File: config.mk
export PLATFORM = sky130hd
export DESIGN_NAME = fetch_sequencer
export DESIGN_NICKNAME = d
export VERILOG_FILES = /design/src/rtl/fetch_sequencer.sv
export SDC_FILE = /design/constraint.sdc
export NUM_CORES = 1
export LEC_CHECK = 0
export CAP_MARGIN = 30
export CORE_ASPECT_RATIO = 1.2
export CORE_MARGIN = 3
export CORE_UTILIZATION = 35
export DETAILED_ROUTE_END_ITERATION = 7
export PLACE_DENSITY = 0.73
export SETUP_SLACK_MARGIN = 0.4
export SLEW_MARGIN = 0
export SYNTH_ARGS = -nofsm -noshare
export SYNTH_HDL_FRONTEND = slang
export SYNTH_SLANG_ARGS = --single-unit
File: constraint.sdc
create_clock -name clk -period 3 [get_ports clk]
set_input_delay 0.6 -clock clk [delete_from_list [all_inputs] [get_ports clk]]
set_output_delay 0.6 -clock clk [all_outputs]
set_load 0.005 [all_outputs]
File: src/rtl/fetch_sequencer.sv
// Instruction-fetch front end: drives the PC counter, issues single outstanding
// memory reads and buffers tagged instruction words for decode.
module fetch_sequencer #(
    parameter int unsigned AW    = 16,
    parameter int unsigned DW    = 16,
    parameter int unsigned DEPTH = 2
) (
    input  logic          clk,
    input  logic          reset,
    input  logic [AW-1:0] pc_value,
    output logic          pc_load,
    output logic          pc_increment,
    output logic [AW-1:0] pc_data,
    output logic          mem_req,
    output logic [AW-1:0] mem_addr,
    input  logic          mem_gnt,
    input  logic          mem_rvalid,
    input  logic [DW-1:0] mem_rdata,
    input  logic          redirect,
    input  logic [AW-1:0] redirect_addr,
    output logic          instr_valid,
    input  logic          instr_ready,
    output logic [DW-1:0] instr_data,
    output logic [AW-1:0] instr_addr
);

    localparam int unsigned PW = (DEPTH > 1) ? $clog2(DEPTH) : 1;
    localparam int unsigned CW = $clog2(DEPTH + 1);

    typedef enum logic [1:0] {
        IDLE = 2'd0,
        REQ  = 2'd1,
        WAIT = 2'd2
    } state_t;

    state_t        state, state_next;
    logic          discard, discard_next;
    logic [AW-1:0] tag;
    logic          grant;
    logic          push;
    logic          pop;
    logic          space;

    logic [DW-1:0] data_q [DEPTH];
    logic [AW-1:0] addr_q [DEPTH];
    logic [PW-1:0] wr_ptr;
    logic [PW-1:0] rd_ptr;
    logic [CW-1:0] count;

    assign space       = (count < CW'(DEPTH));
    assign instr_valid = (count != CW'(0));
    assign instr_data  = data_q[rd_ptr];
    assign instr_addr  = addr_q[rd_ptr];
    assign pop         = instr_valid && instr_ready && !redirect;

    // State, discard flag and grant tag
    always_ff @(posedge clk or posedge reset) begin
        if (reset) begin
            state   <= IDLE;
            discard <= 1'b0;
            tag     <= '0;
        end else begin
            state   <= state_next;
            discard <= discard_next;
            if (grant) begin
                tag <= pc_value;
            end
        end
    end

    // Next-state, counter strobes and memory request
    always_comb begin
        state_next   = state;
        discard_next = discard;
        pc_load      = 1'b0;
        pc_increment = 1'b0;
        pc_data      = '0;
        mem_req      = 1'b0;
        mem_addr     = '0;
        grant        = 1'b0;
        push         = 1'b0;

        case (state)
            IDLE: state_next = REQ;
            REQ: begin
                mem_addr = pc_value;
                mem_req  = space && !redirect;
                if (mem_req && mem_gnt) begin
                    pc_increment = 1'b1;
                    grant        = 1'b1;
                    state_next   = WAIT;
                end
            end
            WAIT: begin
                if (mem_rvalid) begin
                    if (discard) begin
                        discard_next = 1'b0;
                    end else begin
                        push = 1'b1;
                    end
                    state_next = REQ;
                end
            end
            default: state_next = IDLE;
        endcase

        // Redirect overrides everything else; a response still owed becomes stale
        if (redirect) begin
            pc_load = 1'b1;
            pc_data = redirect_addr;
            push    = 1'b0;
            if (state == WAIT && !mem_rvalid) begin
                discard_next = 1'b1;
                state_next   = WAIT;
            end else begin
                discard_next = 1'b0;
                state_next   = REQ;
            end
        end
    end

    // Instruction FIFO; redirect flushes it
    always_ff @(posedge clk or posedge reset) begin
        if (reset) begin
            wr_ptr <= '0;
            rd_ptr <= '0;
            count  <= '0;
            for (int i = 0; i < int'(DEPTH); i++) begin
                data_q[i] <= '0;
                addr_q[i] <= '0;
            end
        end else if (redirect) begin
            wr_ptr <= '0;
            rd_ptr <= '0;
            count  <= '0;
        end else begin
            if (push) begin
                data_q[wr_ptr] <= mem_rdata;
                addr_q[wr_ptr] <= tag;
                wr_ptr         <= wr_ptr + PW'(1);
            end
            if (pop) begin
                rd_ptr <= rd_ptr + PW'(1);
            end
            if (push && !pop) begin
                count <= count + CW'(1);
            end else if (pop && !push) begin
                count <= count - CW'(1);
            end
        end
    end

endmodule

-- Word level (Yosys, flattened, before mapping)
Cells that the tools add are included.
- $add $sub $neg: 4
- $lt $le $gt $ge: 4
- equality and inequality tests: 4
- multiplexer cells: 36
- bitwise gates (word level): 3
- reduce and logical (&&, ||, !) cells: 22
- operators with widths (cell ; count):
    two-way mux 16 bit ; 9
    bitwise mux 32 bit ; 2
    demux 16 bit (select 1 bit) ; 1
    two-way mux 1 bit ; 16
    two-way mux 2 bit ; 7
    nonzero test 2 bit ; 5
    logical AND 1 bit ; 8
    != test 3 bit (second input constant) ; 2
    one-hot mux 2 bit (3 select lines) ; 1
    AND reduction 2 bit ; 3
    greater-or-equal comparator 2 bit (second input constant) ; 2
    logical NOT 1 bit ; 4
    NOT 1 -> 2 bit ; 2
    nonzero test 3 bit ; 1
    adder 1 bit (second input constant) ; 2
    adder 2 x 1 -> 2 bit (second input constant) ; 1
    equality test 2 x 1 -> 1 bit (second input constant) ; 1
    equality test 2 bit (second input constant) ; 1
    logical NOT 2 bit ; 1
    less-than comparator 2 x 1 -> 1 bit (second input constant) ; 1
    less-than comparator 2 bit (second input constant) ; 1
    subtractor 2 x 1 -> 2 bit (second input constant) ; 1
    NOT 1 bit ; 1
- register bits: 87
- input bits: 54
- output and inout bits: 68

-- Logic depth before layout (Yosys ltp)
- word-level depth: 9
- mapped depth: 5

-- Worst setup path before layout
OpenSTA, ideal clock, no wires.
- kind: input to output
- start: in redirect
- end: out pc_increment
- data arrival time: 1281 ps
- slack: 1119 ps
- stages on the path: 4
- path through: nor2_1 > and4b_1 > buf_2 > buf_4
- cells in the longest elaborated chain, start to end: 5
- ends and longest elaborated chain (element ; RTL line ; RTL):
    from (decl) ; 19 ; input logic redirect,
    logical NOT 1 bit ; 87 ; mem_req = space && !redirect;
    logical AND 1 bit ; 87 ;
    logical AND 1 bit ; 88 ; if (mem_req && mem_gnt) begin
    two-way mux 1 bit ; 88 ;
    two-way mux 1 bit ; 83 ; case (state)
    to (decl) ; 12 ; output logic pc_increment,
Every way passes these cells.

-- Worst setup path after layout
- start: reg state[0]
- end: out mem_addr[2]
- cells in the longest elaborated chain, start to end: 2
- ends and longest elaborated chain (element ; RTL line ; RTL):
    from (decl) ; 36 ; state_t state, state_next;
    from (signal assigned) ; 63 ; state <= state_next;
    equality test 2 x 1 -> 1 bit ; 83 ;
    two-way mux 16 bit ; 83 ;
    to (decl) ; 15 ; output logic [AW-1:0] mem_addr,
Every way passes these cells.

==> flow_summary.yaml <==
cells_and_area:
  finalNonFillerCells: 540
  multi_input_area_um2: 1670
  final_nets: 460
  layout-drive-gt1-share_pct: 36.0
  diodes: 0
  layout_commonest_cell: "clkdlybuf4s50_1"
  seq_area_um2: 2180
  post-route-util_pct: 52.7
  layout_common_cells: "clkdlybuf4s50_1 (119), mux2_2 (112), dfrtp_1 (86)"
  areaGrowthSynthToFinish_pct: 43.9
  fillers: 936
clock_network:
  ctsHoldBuffers: 0
  clock-sinks: 87
  clk_latency_ps: 330
  cts_tree: "yes"
  path_clk_slew_ps: 70
  cts_htree_levels: 3
  cts_buffers: 9
  clockRootBuffer: "clkbuf_16"
  cts_max_path_buffers: 2
placement:
  preCtsSetupSlack_ps: 296
  post-dp-hpwl_um: 6060
  port_buffers: 121
  place_inst: 521
  gp_congestion: 0.725
detailed_routing:
  detail_route.iter0.violations: 77
  dr.pass1.iters: 4
  vias: 2586
  viasPerCell: 4.79
  wl_per_cell_um: 16.2
  routed_wl_um: 8740
  antenna_left: 0
  drc: 0
pwr:
  ir_worst_vdd_mv: 0.314
  finalPower_mw: 3.19
  share_seq_of_total_power_pct: 44.4
  switching_share_pct: 24.0
  p_leak_nw: 2.62
  pwr-share-comb_pct: 22.2
  pwr-share-clk_pct: 33.4
  p_switching_uw: 767
  powerDensity_nw_per_um2: 562
  p_int_mw: 2.42
logic_synthesis:
  synth_edf_count: 0
  ys_seq_elements: 87
  syn_area_per_cell_um2: 14.2
  syn-cell-area_um2: 3950
  synth_nets: 333
  ys_types: 28
  synth-main-ff-cell: "dfrtp_1"
  yosysWarnings: 0
  yosysSeqAreaShare_pct: 55.1
  async_flop_share_pct: 100
  syn_inst: 279
critical_path:
  endpoint_kind: "primary output"
  required_ps: 2400
  crit_fanout: 15
  setup.worst_path.start_class: "register"
  crit_arrival_ps: 1850
  path_class: "reg -> out"
global_routing:
  grt_overflow_total: 0
  grt_start_max_net_pins: 57
  track_usage_pct: 14.6
  grt_antenna_before_repair: 0
  grt_pass1_wl_um: 14100
  grt_pass1_vias: 2778
floorplan:
  die-area_um2: 12600
  core-area_um2: 10800
  boundaryPins: 122
  die_x_um: 103
  num_rows: 41
  initial_core_util_pct: 36.7
  fp.dieH_um: 122
timing:
  hold_violations: 0
  rsz0062_at_grt: "false"
  skew_ps: 8.48
  period_share_pct: 81.7
  fin_setup_tns_ps: 0
  post-route-min-period_ps: 2450
  worstMarginPinSlew_ps: 557
  setup_ws_ps: 549
  relSlewSlack_pct: 62.8
  finalSetupViolations: 0
  slew_violations: 0
  fmax_ghz: 0.408
worst_hold_path:
  holdCritPathClass: "reg -> reg"
flow_run:
  max-cap-violations: 0
status:
  status: "complete, no violations"
## worst paths after layout
check                      startpoint     endpoint  slack, ps  cells after the start
setup / recovery             state[0]  mem_addr[2]        550                      4
hold / removal             addr_q[25]   addr_q[25]        500                      1
setup reg to reg             state[0]    data_q[3]       1260                      4
hold reg to reg            addr_q[25]   addr_q[25]        500                      1
max in group asynchronous       reset   addr_q[28]       1500                      4
min in group asynchronous       reset   data_q[17]        700                      2
## critical path, stage by stage (launching register included)
cell and delay (ps):
dfrtp_1 410, nor2b_1 210, buf_4 240, and2_1 160, clkdlybuf4s50_1 500
## power groups by stage
stage	clock network, mW	registers (mW)	logic [mW]
2_1_floorplan	0	1.41	0.322
3_3_place_gp	0	1.43	0.703
3_5_place_dp	0	1.44	0.715
4_1_cts	1.11	1.42	0.722
5_1_grt	1.16	1.44	0.775
6_report	1.07	1.42	0.709
## metal layers
layer	global-route usage [%]	vias to the layer above	part of all wire, %
li1	-	1227	-
met1	17.8	1294	42
met2	25.3	56	53
met3	2.96	9	4.0
met4	5.10	0	1.4
met5	0	-	0
## flip-flops by register name, summed over array words and instances, names as in the netlist
signal	cells
addr_q	32
count	2
data_q	32
discard	1
rd_ptr	1
state	2
tag	16
wr_ptr	1
## metrics by stage
step	area, um2	hold WS, ps
2_1_floorplan	3950	457
3_3_place_gp	5340	466
3_5_place_dp	5340	481
4_1_cts	5640	495
5_1_grt	5680	518
6_report	5680	499
## cell families (layout without fill, tap and decap cells)
| logic type | count (synthesis) | after routing | synth area share, % |
|---|---|---|---|
| xor+xnor | 2 | 2 | 0.444 |
| compound gates | 6 | 6 | 1.05 |
| buf+inv | 18 | 150 | 2.69 |
| mux | 114 | 114 | 32.4 |
| simple gates | 52 | 52 | 8.24 |
| flops | 87 | 87 | 55.1 |
## Yosys cell counts (all sizes together) (2+ instances only)
cell type | number | area share, %
clkbuf | 7 | 0.67
nand2b | 2 | 0.32
o21a | 2 | 0.38
nor2b | 2 | 0.32
nor2 | 5 | 0.48
and2 | 33 | 5.2
nor3 | 2 | 0.25
mux2 | 112 | 32
mux2i | 2 | 0.51
dfrtp | 87 | 55
buf | 10 | 1.9
## repair_timing
item,CTS,global route
pin swaps,1,2
setup endpoints to repair,12,19
cloned,0,0
setup buffers,0,3
resized for setup,3,5
## area by class of cell
type	instances	area share [%]
flip-flops and latches	87	38.4
multi-input cells	174	29.4
inverters	1	0.132
clock buffers	10	4.21
repair buffers	133	24.1
clock inverters	6	0.903
well taps	129	2.84
(Power assumes the default switching activity.)
